`config.mk`:
```
export PLATFORM = sky130hd
export DESIGN_NAME = debounce_in
export DESIGN_NICKNAME = d
export VERILOG_FILES = /design/src/rtl/debounce_pkg.sv /design/src/rtl/mod_m_tick.sv /design/src/rtl/debounce_in.sv
export SDC_FILE = /design/constraint.sdc
export NUM_CORES = 1
export LEC_CHECK = 0
export ABC_CLOCK_PERIOD_IN_PS = 2000
export BUFFER_PORTS_ARGS = -buffer_cell sky130_fd_sc_hd__buf_2
export CORE_MARGIN = 2
export CORE_UTILIZATION = 58
export CTS_CLUSTER_SIZE = 20
export DETAILED_ROUTE_END_ITERATION = 8
export GPL_TIMING_DRIVEN = 0
export PLACE_DENSITY = 0.79
export SLEW_MARGIN = 20
export SYNTH_ARGS = -nofsm -noshare
export SYNTH_HDL_FRONTEND = slang
export SYNTH_SLANG_ARGS = --single-unit
export TNS_END_PERCENT = 1
```
`constraint.sdc`:
```
create_clock -name clk -period 2 [get_ports clk]
set_input_delay 0.3 -clock clk [delete_from_list [all_inputs] [get_ports clk]]
set_output_delay 0.3 -clock clk [all_outputs]
set_load 0.05 [all_outputs]
```
`src/rtl/debounce_pkg.sv`:
```
// Shared types and defaults for the switch debouncer and its prescaler.
package debounce_pkg;

    // Bit 1 of the encoding is the debounced level.
    typedef enum logic [1:0] {
        StZero  = 2'b00,
        StWait1 = 2'b01,
        StOne   = 2'b10,
        StWait0 = 2'b11
    } state_t;

    localparam int unsigned DefaultCntW        = 19;
    localparam int unsigned DefaultStableTicks = 3;

    // Width of the stable-tick counter: max(1, clog2(ticks)).
    function automatic int unsigned tick_cnt_width(input int unsigned ticks);
        return (ticks <= 2) ? 1 : $clog2(ticks);
    endfunction

endpackage

```
`src/rtl/mod_m_tick.sv`:
```
// Free-running prescaler: m_tick is high for one cycle every 2^CNT_W cycles.
module mod_m_tick #(
    parameter int unsigned CNT_W = debounce_pkg::DefaultCntW
) (
    input  logic clk,
    input  logic reset,
    output logic m_tick
);

    logic [CNT_W-1:0] q_q;

    // Counter wraps naturally; only reset clears it.
    always_ff @(posedge clk) begin
        if (reset) begin
            q_q <= '0;
        end else begin
            q_q <= q_q + {{(CNT_W-1){1'b0}}, 1'b1};
        end
    end

    assign m_tick = (q_q == {CNT_W{1'b1}});

endmodule

```
`src/rtl/debounce_in.sv`:
```
// Switch debouncer: level changes only after STABLE_TICKS consecutive sample ticks of
// stable input; db_tick pulses on the first cycle of each qualified rise.
// Optional macro DEBOUNCE_SYNC_EN inserts a two-flop synchronizer on sw.
module debounce_in
    import debounce_pkg::*;
#(
    parameter int unsigned CNT_W        = DefaultCntW,
    parameter int unsigned STABLE_TICKS = DefaultStableTicks
) (
    input  logic clk,
    input  logic reset,
    input  logic sw,
    output logic db_level,
    output logic db_tick
);

    localparam int unsigned N_W = tick_cnt_width(STABLE_TICKS);
    localparam logic [N_W-1:0] LastN = N_W'(STABLE_TICKS - 1);

    logic           m_tick;
    logic           s;
    state_t         state_q, state_d;
    logic [N_W-1:0] n_q, n_d;
    logic           db_tick_q;

    mod_m_tick #(
        .CNT_W (CNT_W)
    ) u_prescaler (
        .clk    (clk),
        .reset  (reset),
        .m_tick (m_tick)
    );

`ifdef DEBOUNCE_SYNC_EN
    logic sync1_q, sync2_q;

    // Two-flop synchronizer so sw may come straight from a pad.
    always_ff @(posedge clk) begin
        if (reset) begin
            sync1_q <= 1'b0;
            sync2_q <= 1'b0;
        end else begin
            sync1_q <= sw;
            sync2_q <= sync1_q;
        end
    end

    assign s = sync2_q;
`else
    assign s = sw;
`endif

    // State, tick counter and registered rise pulse.
    always_ff @(posedge clk) begin
        if (reset) begin
            state_q   <= StZero;
            n_q       <= '0;
            db_tick_q <= 1'b0;
        end else begin
            state_q   <= state_d;
            n_q       <= n_d;
            db_tick_q <= (state_q == StWait1) && (state_d == StOne);
        end
    end

    // Next state: an opposite sample in a wait state aborts before any tick is counted.
    always_comb begin
        state_d = state_q;
        n_d     = n_q;
        case (state_q)
            StZero: begin
                if (s) begin
                    state_d = StWait1;
                    n_d     = '0;
                end
            end
            StWait1: begin
                if (!s) begin
                    state_d = StZero;
                end else if (m_tick) begin
                    if (n_q == LastN) state_d = StOne;
                    else              n_d     = n_q + N_W'(1);
                end
            end
            StOne: begin
                if (!s) begin
                    state_d = StWait0;
                    n_d     = '0;
                end
            end
            StWait0: begin
                if (s) begin
                    state_d = StOne;
                end else if (m_tick) begin
                    if (n_q == LastN) state_d = StZero;
                    else              n_d     = n_q + N_W'(1);
                end
            end
            default: state_d = StZero;
        endcase
    end

    assign db_level = (state_q == StOne) || (state_q == StWait0);
    assign db_tick  = db_tick_q;

endmodule

```
==> impl_metrics.yaml, run 1 <==
critical_path:
  critPathCaptureType: "register"
  cp-start-kind: "register"
  worstSetupPathType: "register to register"
  critPathArrivalTime_ns: 2.10
  required_ns: 2.22
  worstPathMaxFanout: 5
detailed_routing:
  avgViaCountPerCell: 5.44
  via_count: 827
  drcViolationCount: 0
  routedWlPerCell_um: 11.9
  first_pass_iters: 4
  first_iter_violations: 11
  ant_nets: 0
  wl_um: 1810
grt:
  grt_overflow: 0
  grt_max_degree: 15
  grt_use_total: 0.205
  grt_pass1_vias: 728
  antenna_found_initial: 0
  grt_first_pass_wirelength_um: 3140
sta:
  rsz0062_at_grt: "no"
  worst_pin_slew_ns: 0.430
  setup_viol: 0
  fin_crit_ns: 1.88
  tns_ns: 0
  slew_headroom: 0.714
  hold_slack_ns: 0.248
  finalCritPeriodShare: 0.940
  max_freq_mhz: 532
  skew_ns: 0.00435
  finalHoldViolCount: 0
  finalMaxSlewViolations: 0
hold_path:
  hp-class: "input pin to register"
clock_network:
  cts_setup_buffers: 0
  insertion_delay_ns: 0.32
  cts.reportedPaths.clkPinSlew_ns: 0.13
  clk_path_buf_depth: 2
  clockRootBuffer: "clkbuf_4"
  clock-sinks: 24
  tritoncts: "built"
  htree_levels: 1
  numCtsBuffers: 3
cells_and_area:
  diodes: 0
  layout.nets: 133
  utilization: 0.687
  area_growth_pct: 10.0
  drive_gt1_frac: 0.134
synthesis:
  ys_ff_latch: 24
  yosysSeqAreaShare: 0.436
  netlist.area_leader.share: 0.436
  yosysTopAreaCell: "dfxtp_1"
  synth.most_common_cell: "dfxtp_1"
  syn-instance-count: 120
  avgSynthCellArea_um2: 9.18
  synth_nets: 125
  yosysUniqueCellTypes: 30
  yosysWarnings: 0
  synth_edf_count: 0
  synth_common_cells: "dfxtp_1, nor2_1, xnor2_1"
  synthTopCellsByArea: "dfxtp_1, nor2_1, xnor2_1, xor2_1, nand4_1"
  ys_async_sr_fraction: 0
  syn_area_um2: 1100
  synth-main-ff-cell: "dfxtp_1"
placement:
  numPortBuffers: 3
  gp_congestion: 0.808
  dp_hpwl_um: 1310
floorplan:
  die_w_um: 47.6
  io_pins: 5
  die_h_um: 47.6
  core_um2: 1760
  rows: 15
  initial_core_util: 0.624
  design.die.area_um2: 2260
pwr:
  vdd_drop_max_v: 0.000646
  p_leak_nw: 0.456
  p_per_area_nw_per_um2: 721
outcome:
  status: "finished clean"
job:
  maxCapViolCount: 0
## what timing repair did
item                       in CTS  in global routing
resized for setup               0                  2
setup endpoints to repair       0                  3
hold buffers                    0                  0
## worst paths after layout
path                            depth (start not counted)  slack, ns                             end                           from
worst max-delay path                                    5       0.12  u_prescaler.q_q[14]$_SDFF_PP0_  u_prescaler.q_q[0]$_SDFF_PP0_
worst min-delay path                                    3       0.25              db_tick$_SDFF_PP0_                             sw
worst max register to register                          5       0.12  u_prescaler.q_q[14]$_SDFF_PP0_  u_prescaler.q_q[0]$_SDFF_PP0_
worst min register to register                          1       0.50   u_prescaler.q_q[0]$_SDFF_PP0_  u_prescaler.q_q[0]$_SDFF_PP0_
## per-stage QoR
| stage | worst slack, ns | std cells | cell area (um^2) | total power [mW] |
|---|---|---|---|---|
| CTS | 0.0127 | 152 | 1200 | 0.878 |
| global route | 0.00290 | 152 | 1210 | 0.905 |
| floorplan | 0.297 | 120 | 1100 | 0.524 |
| finish | 0.120 | 152 | 1210 | 0.873 |
| detailed placement | 0.0675 | 148 | 1150 | 0.532 |
| global placement | 0.0566 | 148 | 1150 | 0.531 |
## worst max-delay path: stages (launching register included)
cell	delay, ns
dfxtp_1	0.42
ha_1	0.24
nand4_1	0.32
nor4_4	0.37
nand2_1	0.11
mux2_1	0.32
## report_power, final
group	switching [mW]	total [mW]	internal (mW)
Sequential	0.00812	0.492	0.484
Combinational	0.0158	0.0295	0.0137
Clock	0.148	0.351	0.203
## placed cells by master (no fill, tap or decap), types with 2 or more instances in the layout
| cell | n |
|---|---|
| a21oi_1 | 4 |
| and3_1 | 2 |
| buf_2 | 3 |
| buf_6 | 2 |
| clkbuf_1 | 2 |
| clkbuf_4 | 3 |
| dfxtp_1 | 24 |
| ha_1 | 2 |
| inv_1 | 5 |
| mux2_2 | 2 |
| nand2_1 | 5 |
| nand2b_1 | 3 |
| nand3_1 | 6 |
| nand4_1 | 5 |
| nor2_1 | 18 |
| nor2b_1 | 2 |
| nor3_1 | 4 |
| nor3b_1 | 4 |
| o21ai_0 | 2 |
| or3_1 | 4 |
| xnor2_1 | 7 |
| xor2_1 | 6 |
## state kept, by name (all words and copies together), names as in the netlist
register,flops
state_q,2
n_q,2
u_prescaler.q_q,19
db_tick,1
## per-layer routing
layer  up-vias  part of all wire  global-route usage  wire length, um
li1        431                 -                   -                -
met1       381              0.48               0.269              866
met2        11              0.47               0.314              858
met3         4             0.035              0.0792               63
met4         0             0.014              0.0649               25
met5         -                 0                   0                0
## cells by family (layout without fill, tap and decap cells)
kind of cell / count (synthesis) / after routing / share of synthesized area
AND/OR/NAND/NOR: 60 / 60 / 0.311
flip-flops: 24 / 24 / 0.436
XOR/XNOR: 13 / 13 / 0.103
buffers and inverters: 9 / 16 / 0.0443
AO/OA/AOI/OAI: 8 / 8 / 0.0421
multiplexers: 4 / 4 / 0.0398
adder cells (fa/ha/maj): 2 / 2 / 0.0227
## layout make-up
type                       instances  area, um^2
multi-input combinational         87         583
fill                             150         553
sequential                        24         480
tap                               25        31.3
clock inverter                     1        30.0
buffer                             4        30.0
clock buffer                       3        22.5
inverter                           5        18.8
timing repair buffer               3        15.0
Note: power is estimated with default switching activity, not from simulation.
==> run 2: changes to the inputs <==
Settings changed: CORE_UTILIZATION 58 to 34, PLACE_DENSITY 0.79 to 0.52.
==> impl_metrics.yaml, run 2 (synthesized netlist as in run 1, its figures left out) <==
outcome:
  status: "finished clean"
clock_network:
  numCtsBuffers: 3
  clk_path_buf_depth: 2
  htree_levels: 1
  clock-sinks: 24
  cts.reportedPaths.clkPinSlew_ns: 0.13
  clockRootBuffer: "clkbuf_4"
  insertion_delay_ns: 0.31
  tritoncts: "built"
  cts_setup_buffers: 0
  cts_hold_buf: 0
sta:
  setup_slack_ns: 0.164
  finalCritPeriodShare: 0.918
  worst_pin_slew_ns: 0.455
  rsz0062_at_grt: "no"
  hold_slack_ns: 0.249
  fin_crit_ns: 1.84
  skew_ns: 0.00992
  slew_headroom: 0.696
  finalMaxSlewViolations: 0
  finalHoldViolCount: 0
  setup_viol: 0
  max_freq_mhz: 545
critical_path:
  slowest_stage: "dfxtp_1"
  cp-start-kind: "register"
  reg2reg_from: "u_prescaler.q_q[0]$_SDFF_PP0_"
  critPathCaptureType: "register"
  worstSetupPathType: "register to register"
  critPathArrivalTime_ns: 2.04
  r2r_cells: 5
  worstPathMaxFanout: 5
  required_ns: 2.21
  worstPathCellList: "ha_1 -> nand4_1 -> nor2_1 -> nand3_1 -> mux2_2"
  r2r_slack_ns: 0.16
  crit_end: "n_q[0]$_SDFFE_PP0P_"
  r2r-end: "n_q[0]$_SDFFE_PP0P_"
  crit_start: "u_prescaler.q_q[0]$_SDFF_PP0_"
  cp_slowest_stage_delay_ns: 0.43
placement:
  numPortBuffers: 3
  pre_cts_slack_ns: -0.00953
  dp_hpwl_um: 1290
  gp_congestion: 0.687
detailed_routing:
  first_pass_iters: 4
  ant_nets: 0
  via_count: 791
  avgViaCountPerCell: 4.63
  drcViolationCount: 0
  wl_um: 1720
  highest_layer: "met4"
  met2WireLength_um: 772
  routedWlPerCell_um: 10.1
  met1_length_um: 877
  wl_met3_um: 55
  first_iter_violations: 21
grt:
  antenna_found_initial: 0
  grt_max_degree: 15
  grt_first_pass_wirelength_um: 2980
  grt_overflow: 0
  grt_use_total: 0.108
  grt_pass1_vias: 687
cells_and_area:
  top_register: "u_prescaler.q_q"
  area_growth_pct: 11.9
  final_common_cell: "dfxtp_1"
  layout.nets: 133
  top_regs: "u_prescaler.q_q x19, n_q x2, state_q x2"
  diodes: 0
  largest_register_ffs: 19
  drive_gt1_frac: 0.126
  layout_common_cells: "dfxtp_1, nor2_1, xnor2_1, nand3_1, xor2_1"
pwr:
  p_leak_nw: 0.456
  vdd_drop_max_v: 0.000307
  p_per_area_nw_per_um2: 702
floorplan:
  rows: 20
  core_um2: 3080
  initial_core_util: 0.358
  die_h_um: 60.9
  io_pins: 5
  design.die.area_um2: 3710
  die_w_um: 60.9
job:
  maxCapViolCount: 0
hold_path:
  hp-class: "input pin to register"
[run 2: report_power, final]
| group | internal, mW | total (mW) | switching [mW] |
|---|---|---|---|
| registers | 0.484 | 0.492 | 0.00810 |
| logic | 0.0135 | 0.0290 | 0.0155 |
| clock network | 0.202 | 0.343 | 0.141 |
[run 2: area by class of cell]
cell class / count / area [um^2]
buffer: 4 / 30.0
inverter: 5 / 18.8
sequential: 24 / 480
fill: 318 / 1850
clock buffer: 3 / 22.5
clock inverter: 1 / 30.0
timing repair buffer: 3 / 15.0
multi-input combinational: 87 / 581
tap: 44 / 55.1
[run 2: worst max-delay path, delay by kind of cell, from the launching register on]
family,cells,cell delay [ns]
multiplexers,1,0.30
AND/OR/NAND/NOR,3,0.77
flip-flops,1,0.43
adder cells (fa/ha/maj),1,0.23
[run 2: stage by stage]
| stage | std cells | power [mW] | TNS [ns] | util | instance area [um^2] |
|---|---|---|---|---|---|
| 6_report | 171 | 0.865 | 0 | 0.400 | 1230 |
| 3_3_place_gp | 167 | 0.532 | 0 | 0.380 | 1170 |
| 2_1_floorplan | 120 | 0.524 | 0 | - | 1100 |
| 5_1_grt | 171 | 0.906 | 0 | 0.400 | 1230 |
| 4_1_cts | 171 | 0.880 | 0 | 0.400 | 1230 |
| 3_5_place_dp | 167 | 0.532 | -0.00953 | 0.380 | 1170 |
[run 2: how the worst min path moves through the flow]
stage / slack, ns / startpoint / end / cells past startpoint
6_report: 0.25 / sw / db_tick$_SDFF_PP0_ / 3
5_1_grt: 0.23 / sw / db_tick$_SDFF_PP0_ / 3
4_1_cts: 0.24 / sw / db_tick$_SDFF_PP0_ / 3
3_5_place_dp: 0.47 / u_prescaler.q_q[0]$_SDFF_PP0_ / u_prescaler.q_q[0]$_SDFF_PP0_ / 1
3_3_place_gp: 0.46 / u_prescaler.q_q[0]$_SDFF_PP0_ / u_prescaler.q_q[0]$_SDFF_PP0_ / 1
2_1_floorplan: 0.44 / u_prescaler.q_q[0]$_SDFF_PP0_ / u_prescaler.q_q[0]$_SDFF_PP0_ / 1
[run 2: routing by layer]
metal	up-vias	GRT usage
met5	-	0
met4	0	0.0559
met3	2	0.0235
met2	7	0.164
met1	357	0.145
li1	425	-
[run 2: what timing repair did]
item / 4_1_cts / 5_1_grt
setup endpoints to repair: 1 / 1
pin swaps: 0 / 1
gates resized for setup: 1 / 0
